===== src/rtl/adder_station_pipe.sv =====
// In-order DEPTH-entry vector add/sub station feeding one shared LATENCY-stage LANES-wide adder.
// Define ADDER_STATION_SATURATE_EN for signed saturating lanes; default is modular arithmetic.
module adder_station_pipe #(
  parameter int unsigned LANES   = 3,
  parameter int unsigned WIDTH   = 32,
  parameter int unsigned DEPTH   = 4,
  parameter int unsigned LATENCY = 2,
  parameter int unsigned DST_W   = 8,
  parameter int unsigned ID_W    = 4
) (
  input  logic                   Clock,
  input  logic                   Reset,
  input  logic [ID_W-1:0]        iId,
  input  logic                   iIssueValid,
  output logic                   oIssueReady,
  input  logic                   iIssueSub,
  input  logic [LANES*WIDTH-1:0] iIssueA,
  input  logic [LANES*WIDTH-1:0] iIssueB,
  input  logic [DST_W-1:0]       iIssueDst,
  input  logic [LANES-1:0]       iIssueWE,
  output logic                   oCommitRequest,
  input  logic                   iCommitGranted,
  output logic [ID_W-1:0]        oCommitId,
  output logic [DST_W-1:0]       oCommitDst,
  output logic [LANES-1:0]       oCommitWE,
  output logic [LANES*WIDTH-1:0] oCommitData,
  output logic                   oBusy
);

  localparam int unsigned PtrW = $clog2(DEPTH);
  localparam int unsigned CntW = PtrW + 1;
  localparam int unsigned VecW = LANES * WIDTH;

  typedef enum logic [1:0] {StFree, StWait, StExec, StDone} ent_state_e;

  ent_state_e       state_q [DEPTH];
  logic             sub_q   [DEPTH];
  logic [VecW-1:0]  a_q     [DEPTH];
  logic [VecW-1:0]  b_q     [DEPTH];
  logic [VecW-1:0]  res_q   [DEPTH];
  logic [DST_W-1:0] dst_q   [DEPTH];
  logic [LANES-1:0] we_q    [DEPTH];

  logic [PtrW-1:0]  alloc_q, disp_q, cmt_q;
  logic [CntW-1:0]  count_q, count_d;

  logic             pv_q    [LATENCY];
  logic [PtrW-1:0]  pidx_q  [LATENCY];
  logic [VecW-1:0]  pdata_q [LATENCY];
`ifdef ADDER_STATION_SATURATE_EN
  logic [LANES-1:0] ppos_q  [LATENCY];
  logic [LANES-1:0] pneg_q  [LATENCY];
  logic [LANES-1:0] pos_ovf, neg_ovf;
`endif

  logic             issue_fire, disp_fire, commit_fire;
  logic [VecW-1:0]  sum_vec, wb_data;
  logic [WIDTH-1:0] lane_a, lane_b, lane_r;

  assign oIssueReady    = (count_q != CntW'(DEPTH));
  assign oBusy          = (count_q != '0);
  assign oCommitRequest = (state_q[cmt_q] == StDone);
  assign oCommitId      = iId;
  assign oCommitDst     = oCommitRequest ? dst_q[cmt_q] : '0;
  assign oCommitWE      = oCommitRequest ? we_q[cmt_q]  : '0;
  assign oCommitData    = oCommitRequest ? res_q[cmt_q] : '0;

  assign issue_fire  = iIssueValid && oIssueReady;
  assign disp_fire   = (state_q[disp_q] == StWait);
  assign commit_fire = oCommitRequest && iCommitGranted;

  always_comb begin
    count_d = count_q;
    if (issue_fire && !commit_fire) begin
      count_d = count_q + CntW'(1);
    end else if (!issue_fire && commit_fire) begin
      count_d = count_q - CntW'(1);
    end
  end

  // Subtraction is A + ~B + 1; the carry-in is per lane so lanes never interact.
  always_comb begin
    sum_vec = '0;
    lane_a  = '0;
    lane_b  = '0;
    lane_r  = '0;
`ifdef ADDER_STATION_SATURATE_EN
    pos_ovf = '0;
    neg_ovf = '0;
`endif
    for (int l = 0; l < int'(LANES); l++) begin
      lane_a = a_q[disp_q][l*WIDTH +: WIDTH];
      lane_b = sub_q[disp_q] ? ~b_q[disp_q][l*WIDTH +: WIDTH] : b_q[disp_q][l*WIDTH +: WIDTH];
      lane_r = lane_a + lane_b + WIDTH'(sub_q[disp_q]);
      sum_vec[l*WIDTH +: WIDTH] = lane_r;
`ifdef ADDER_STATION_SATURATE_EN
      pos_ovf[l] = !lane_a[WIDTH-1] && !lane_b[WIDTH-1] &&  lane_r[WIDTH-1];
      neg_ovf[l] =  lane_a[WIDTH-1] &&  lane_b[WIDTH-1] && !lane_r[WIDTH-1];
`endif
    end
  end

  always_comb begin
    wb_data = pdata_q[LATENCY-1];
`ifdef ADDER_STATION_SATURATE_EN
    for (int l = 0; l < int'(LANES); l++) begin
      if (ppos_q[LATENCY-1][l]) begin
        wb_data[l*WIDTH +: WIDTH] = {1'b0, {(WIDTH-1){1'b1}}};
      end else if (pneg_q[LATENCY-1][l]) begin
        wb_data[l*WIDTH +: WIDTH] = {1'b1, {(WIDTH-1){1'b0}}};
      end
    end
`endif
  end

  always_ff @(posedge Clock) begin
    if (Reset) begin
      alloc_q <= '0;
      disp_q  <= '0;
      cmt_q   <= '0;
      count_q <= '0;
      for (int i = 0; i < int'(DEPTH); i++) begin
        state_q[i] <= StFree;
        sub_q[i]   <= 1'b0;
        a_q[i]     <= '0;
        b_q[i]     <= '0;
        res_q[i]   <= '0;
        dst_q[i]   <= '0;
        we_q[i]    <= '0;
      end
      for (int s = 0; s < int'(LATENCY); s++) begin
        pv_q[s]    <= 1'b0;
        pidx_q[s]  <= '0;
        pdata_q[s] <= '0;
`ifdef ADDER_STATION_SATURATE_EN
        ppos_q[s]  <= '0;
        pneg_q[s]  <= '0;
`endif
      end
    end else begin
      if (issue_fire) begin
        state_q[alloc_q] <= StWait;
        sub_q[alloc_q]   <= iIssueSub;
        a_q[alloc_q]     <= iIssueA;
        b_q[alloc_q]     <= iIssueB;
        dst_q[alloc_q]   <= iIssueDst;
        we_q[alloc_q]    <= iIssueWE;
        alloc_q          <= alloc_q + PtrW'(1);
      end
      if (disp_fire) begin
        state_q[disp_q] <= StExec;
        disp_q          <= disp_q + PtrW'(1);
      end
      pv_q[0]    <= disp_fire;
      pidx_q[0]  <= disp_q;
      pdata_q[0] <= sum_vec;
`ifdef ADDER_STATION_SATURATE_EN
      ppos_q[0]  <= pos_ovf;
      pneg_q[0]  <= neg_ovf;
`endif
      for (int s = 1; s < int'(LATENCY); s++) begin
        pv_q[s]    <= pv_q[s-1];
        pidx_q[s]  <= pidx_q[s-1];
        pdata_q[s] <= pdata_q[s-1];
`ifdef ADDER_STATION_SATURATE_EN
        ppos_q[s]  <= ppos_q[s-1];
        pneg_q[s]  <= pneg_q[s-1];
`endif
      end
      if (pv_q[LATENCY-1]) begin
        state_q[pidx_q[LATENCY-1]] <= StDone;
        res_q[pidx_q[LATENCY-1]]   <= wb_data;
      end
      if (commit_fire) begin
        state_q[cmt_q] <= StFree;
        cmt_q          <= cmt_q + PtrW'(1);
      end
      count_q <= count_d;
    end
  end

endmodule


===== config.mk =====
export PLATFORM = sky130hd
export DESIGN_NAME = adder_station_pipe
export DESIGN_NICKNAME = d
export VERILOG_FILES = /design/src/rtl/adder_station_pipe.sv
export SDC_FILE = /design/constraint.sdc
export NUM_CORES = 2
export LEC_CHECK = 0
export ABC_AREA = 1
export BUFFER_PORTS_ARGS = -buffer_cell sky130_fd_sc_hd__buf_2
export CAP_MARGIN = 20
export CORE_UTILIZATION = 30
export CTS_BUF_LIST = sky130_fd_sc_hd__clkbuf_2 sky130_fd_sc_hd__clkbuf_4 sky130_fd_sc_hd__clkbuf_8
export CTS_CLUSTER_DIAMETER = 60
export DETAILED_ROUTE_END_ITERATION = 10
export PLACE_DENSITY = 0.45
export SETUP_SLACK_MARGIN = 0.4
export SLEW_MARGIN = 20
export SYNTH_ARGS = -nofsm -noshare
export SYNTH_HDL_FRONTEND = slang
export SYNTH_SLANG_ARGS = --single-unit

===== constraint.sdc =====
create_clock -name Clock -period 25.2 [get_ports Clock]
set_clock_uncertainty 0.2 [all_clocks]
set_input_delay 3.78 -clock Clock [delete_from_list [all_inputs] [get_ports Clock]]
set_output_delay 3.78 -clock Clock [all_outputs]
set_load 0.01 [all_outputs]

======== Word level (Yosys, flattened, before mapping) ========
Memories as Yosys holds them, arrays and structs flattened. A register that Yosys moved wholly into a read port is not among the register bits.
Cells that the tools add are included.
cells by class
  add/subtract/negate cells ............... 11
  equal/unequal tests ..................... 3
  multiplexer cells ....................... 75
  bitwise operators ....................... 9
  reduce and logical (&&, ||, !) cells .... 18
operators by type and width
  operator             count
  $mux 96              6
  $reduce_or 96->1     3
  $add 32x1->32        3
  $add 32x32->32       3
  $mux 32              3
  $not 32->32          3
  $mux 2               32
  $mux 1               28
  $mux 8               2
  $mux 3               4
  $reduce_or 2->1      4
  $reduce_or 8->1      1
  $add 2x1->2 const B  3
  $or 1x1->1           6
  $logic_and 1x1->1    4
  $add 3x1->3 const B  1
  $ne 3x3->1 const B   1
  $reduce_bool 3->1    1
  $reduce_or 3->1      1
  $sub 3x1->3 const B  1
  $eq 2x1->1 const B   1
  $eq 2x2->1 const B   1
  $logic_not 1->1      2
  $reduce_bool 2->1    1
  $reduce_or 1->1      1
word-level totals
  register bits ........................... 9
  bits in writable memories ............... 1406
  input port bits ......................... 212
  output and inout port bits .............. 114
  memories kept ........................... 10
memories
  memory           depth  bits a word  read ports  clocked after memory_dff  write ports  RTL line  source
  a_q              4      96           1           1                         4            38        logic [VecW-1:0] a_q [DEPTH];
  b_q              4      96           1           1                         4            39        logic [VecW-1:0] b_q [DEPTH];
  res_q            4      96           1           1                         4            40        logic [VecW-1:0] res_q [DEPTH];
  pdata_q          2      96           2           0                         2            49        logic [VecW-1:0] pdata_q [LATENCY];
  dst_q            4      8            1           1                         4            41        logic [DST_W-1:0] dst_q [DEPTH];
  we_q             4      3            1           1                         4            42        logic [LANES-1:0] we_q [DEPTH];
  4 more memories  -      -            -           -                         -            -

======== Longest topological paths before layout ========
  depth after elaboration ................. 7
  mapped depth ............................ 22
  mapped depth without buffers ............ 21

======== Worst setup path before layout ========
OpenSTA, ideal clock, no wires.
  kind .................................... in2reg
  from .................................... input port Reset
  to ...................................... memory state_q[3][0] in the netlist's numbering
  setup time .............................. 0.136 ns
  arrival ................................. 19.168 ns
  data required time ...................... 24.864 ns
  setup slack ............................. 5.696 ns
  cell stages on the path ................. 6
  buffers on the path ..................... 1
  cells stage by stage .................... clkbuf_1 > nor2_1 > nor3_1 > nor2_1 > o21ai_1 > nor2_1
RTL lines
  what         RTL line  source
  from (decl)  12        input logic Reset,
  to (decl)    36        ent_state_e state_q [DEPTH];

==> flow_metrics.py <==
metrics = {
    "outcome": {
        "outcome": "finished clean",
    },
    "clocking": {
        "cts_made_buffers": 237,
        "post_cts.resized_instances": 0,
        "clkSinkCount": 1419,
        "post-cts-setup-buffer-count": 0,
        "cts_buffer_depth": 3,
        "htree_num_levels": 4,
        "holdBufCountCts": 0,
        "cts_tree": "built",
        "clk_root_buffer_cell": "clkbuf_8",
        "clk_pin_slew_worst_paths_ns": 0.06,
        "clk_latency_ns": 1.02,
    },
    "global_route": {
        "global_route.usage.total": 0.185,
        "grt_pass1_wl_um": 301000,
        "gr-total-overflow": 0,
        "antenna_found_initial": 10,
        "grt_max_degree": 159,
        "grt_pass1_vias": 45226,
    },
    "detailed_routing": {
        "detail_route.first_pass.iterations": 6,
        "dr_total_vias": 46714,
        "wl_per_cell_um": 20.8,
        "detail_route.wirelength_um": 204000,
        "drc": 0,
        "avgViaCountPerCell": 4.75,
        "drt_iter0_drc": 3554,
        "antenna_violating_nets_post_route": 0,
    },
    "setup_path": {
        "path_depth": 11,
        "path_class": "in -> reg",
        "critical_path_cell_list": "buf_4 > nor2_1 > inv_8 > nor2_2 > inv_1 > nor2_2 > inv_8 > nand2_4 > buf_4 > buf_4 > buf_4",
        "capture_point_of_the_worst_reg_to_reg_path": "a_q[0][90]$_SDFFCE_PN0P_",
        "slowest_stage": "buf_4",
        "timing.rr.start": "count_q[0]$_SDFFE_PP0P_",
        "critPathMaxFanout": 95,
        "arrival_time_reported_for_the_critical_path_endpoint_ns": 8.88,
        "path_delay_family": "buffers and inverters",
        "origin_of_the_worst_setup_path": "Reset",
        "crit_path_start_kind": "input port",
        "critical-path-max-stage-delay_ns": 0.83,
        "end_kind": "flip-flop",
        "crit_path_capture": "a_q[0][90]$_SDFFCE_PN0P_",
        "ff2ff_setup_slack_ns": 19.07,
        "worstRegToRegCells": 13,
        "crit_path_frequent_cell": "buf_4",
        "required_time_of_the_critical_path_ns": 25.58,
        "timing.critical_path.buf_inv": 7,
    },
    "final_layout": {
        "nets": 7112,
        "register_area_sq_um": 40400,
        "final_layout_size_suffix_gt1_frac": 0.123,
        "finalInstanceArea_sq_um": 73000,
        "multi_input_comb_area_sq_um": 19900,
        "area_growth_pct": 14.2,
        "n_fill_cell": 21828,
    },
    "pwr": {
        "netSwitchingPower_w": 0.00380,
        "power.density_cell_area_nw_per_um2": 123,
        "largest_voltage_drop_on_the_vdd_net_mv": 0.0515,
        "power_frac_clock": 0.240,
        "combinationalPowerShare": 0.420,
        "p_int_w": 0.00515,
        "power.share.switching": 0.424,
        "overall_power_w": 0.00895,
        "power_frac_seq": 0.340,
        "static_power_due_to_leakage_nw": 28.9,
    },
    "placed_design": {
        "sum_of_net_half_perimeters_after_detailed_placement_um": 124000,
        "numPortBuffers": 317,
        "placedInstanceArea_sq_um": 68000,
        "gpl.final_weighted_congestion": 0.869,
    },
    "die": {
        "die_y_um": 464,
        "initial_core_util": 0.302,
        "placeableCoreArea_sq_um": 212000,
        "chipWidth_um": 464,
        "rows": 169,
        "pin_count": 326,
        "design.die.area_sq_um": 215000,
    },
    "synthesis": {
        "synth.yosys.warnings": 0,
        "postSynth.topFlopCell": "edfxtp_1",
        "post_synth_edffs": 1200,
        "synthDistinctLibCells": 52,
        "netlist_instances": 6571,
        "synth_sequential_area_ratio": 0.632,
        "synth-seq-cells": 1419,
        "asyncSetResetFlopFracSynth": 0,
        "netlist_area_sq_um": 64000,
        "synth.avg_cell_area_sq_um": 9.73,
        "net_count_of_the_mapped_netlist": 6886,
    },
    "sta": {
        "min_period_ns": 8.50,
        "grt_setup_unrepaired": "no",
        "maxSlewViolCount": 0,
        "worst_slew_margin_rel": 0.228,
        "max_freq_mhz": 118,
        "sum_of_negative_setup_slack_ns": 0,
        "worst_slew_pin_slew_ns": 1.16,
        "timing.final.crit_share": 0.337,
        "hold_violations": 0,
        "finalSetupViolCount": 0,
    },
    "job": {
        "max_cap_violations": 0,
    },
    "worst_hold_path": {
        "holdCritPathClass": "reg -> reg",
    },
}
[area by class of cell]
class / count / area share
tap: 2821 / 0.0483
inverter: 533 / 0.0280
multi-input combinational: 4234 / 0.273
clock inverter: 78 / 0.00824
clock buffer: 363 / 0.0605
antenna: 6 / 0.000206
timing repair buffer: 372 / 0.0287
sequential: 1419 / 0.554
[cells by family (layout without fill, tap and decap cells)]
logic type,after synthesis,after routing,synth area share
and+or+nand+nor,2760,2760,0.169
DFF,1419,1419,0.632
AOI/OAI and AO/OA,1274,1274,0.107
buffers and inverters,918,1346,0.0582
adders and majority gates,103,103,0.0206
xor gates and xnor gates,97,97,0.0133
other,0,6,0
[worst min path at each step]
stage / from / end / cells past startpoint
2_1_floorplan: pdata_q[0][4]$_SDFF_PP0_ / pdata_q[0][100]$_SDFF_PP0_ / 2
5_1_grt: pdata_q[0][74]$_SDFF_PP0_ / pdata_q[0][170]$_SDFF_PP0_ / 2
3_5_place_dp: pdata_q[0][79]$_SDFF_PP0_ / pdata_q[0][175]$_SDFF_PP0_ / 2
4_1_cts: pdata_q[0][74]$_SDFF_PP0_ / pdata_q[0][170]$_SDFF_PP0_ / 2
6_report: pdata_q[0][45]$_SDFF_PP0_ / pdata_q[0][141]$_SDFF_PP0_ / 2
3_3_place_gp: pdata_q[0][79]$_SDFF_PP0_ / pdata_q[0][175]$_SDFF_PP0_ / 2
[placed cells by master (no fill, tap or decap), types with 39 or more instances in the layout]
cell and instances:
buf_4 48, a21oi_1 308, ha_1 99, nor2_1 2181, o21ai_0 686, xor2_1 94
nand2_1 334, clkinv_1 39, buf_2 316, inv_1 520, o22ai_1 181, nand3_1 50
nor3_1 122, clkbuf_4 92, clkbuf_8 271, edfxtp_1 1200, dfxtp_1 215
[layer usage]
layer	share of wire	GRT usage	vias up
met1	0.49	0.278	22716
met3	0.052	0.0281	216
li1	-	-	22539
met2	0.44	0.279	1243
met5	0	0	-
met4	0.016	0.0400	0
[synth_stat cells (17+ instances only)]
| cell | number | share of area |
|---|---|---|
| nand2_2 | 23 | 0.0022 |
| edfxtp_1 | 1200 | 0.56 |
| dfxtp_1 | 219 | 0.069 |
| xor2_1 | 94 | 0.013 |
| nand3_1 | 50 | 0.0039 |
| buf_1 | 25 | 0.0015 |
| inv_1 | 521 | 0.031 |
| buf_2 | 116 | 0.0091 |
| o22ai_1 | 181 | 0.018 |
| a21oi_1 | 308 | 0.024 |
| nor3_1 | 123 | 0.0096 |
| o21a_1 | 17 | 0.0020 |
| nand2_1 | 345 | 0.020 |
| o21ai_0 | 686 | 0.054 |
| nor2_1 | 2181 | 0.13 |
| ha_1 | 99 | 0.019 |
| o21ai_1 | 19 | 0.0015 |
| clkbuf_1 | 220 | 0.013 |
[power groups by stage]
stage	combinational, W	clock, W	sequential (W)
CTS	0.00376	0.00221	0.00305
floorplan	0.00250	0	0.00310
global placement	0.00375	0	0.00309
detailed placement	0.00373	0	0.00310
finish	0.00376	0.00215	0.00304
global route	0.00418	0.00231	0.00308
[worst min-delay path, cell delays in order (launching register included)]
cell	delay, ns
dfxtp_1	0.29
inv_1	0.05
nor2_1	0.03
[through the flow]
step | hold slack [ns] | instances | util | setup slack (ns)
after floorplan | 0.188 | 6571 | - | 5.70
final | 0.171 | 9826 | 0.345 | 16.70
after global routing | 0.205 | 9823 | 0.345 | 16.30
after detailed placement | 0.194 | 9379 | 0.321 | 15.52
after CTS | 0.168 | 9820 | 0.345 | 16.54
after global placement | 0.193 | 9379 | 0.321 | 15.45
[flip-flops by register name (all words and copies together), names as in the netlist, 4 cells and up, named ones only]
register / flops
a_q: 384
res_q: 384
we_q: 12
pdata_q: 192
dst_q: 32
sub_q: 4
pidx_q: 4
state_q: 8
b_q: 384
Note: power is estimated with default switching activity, not from simulation.
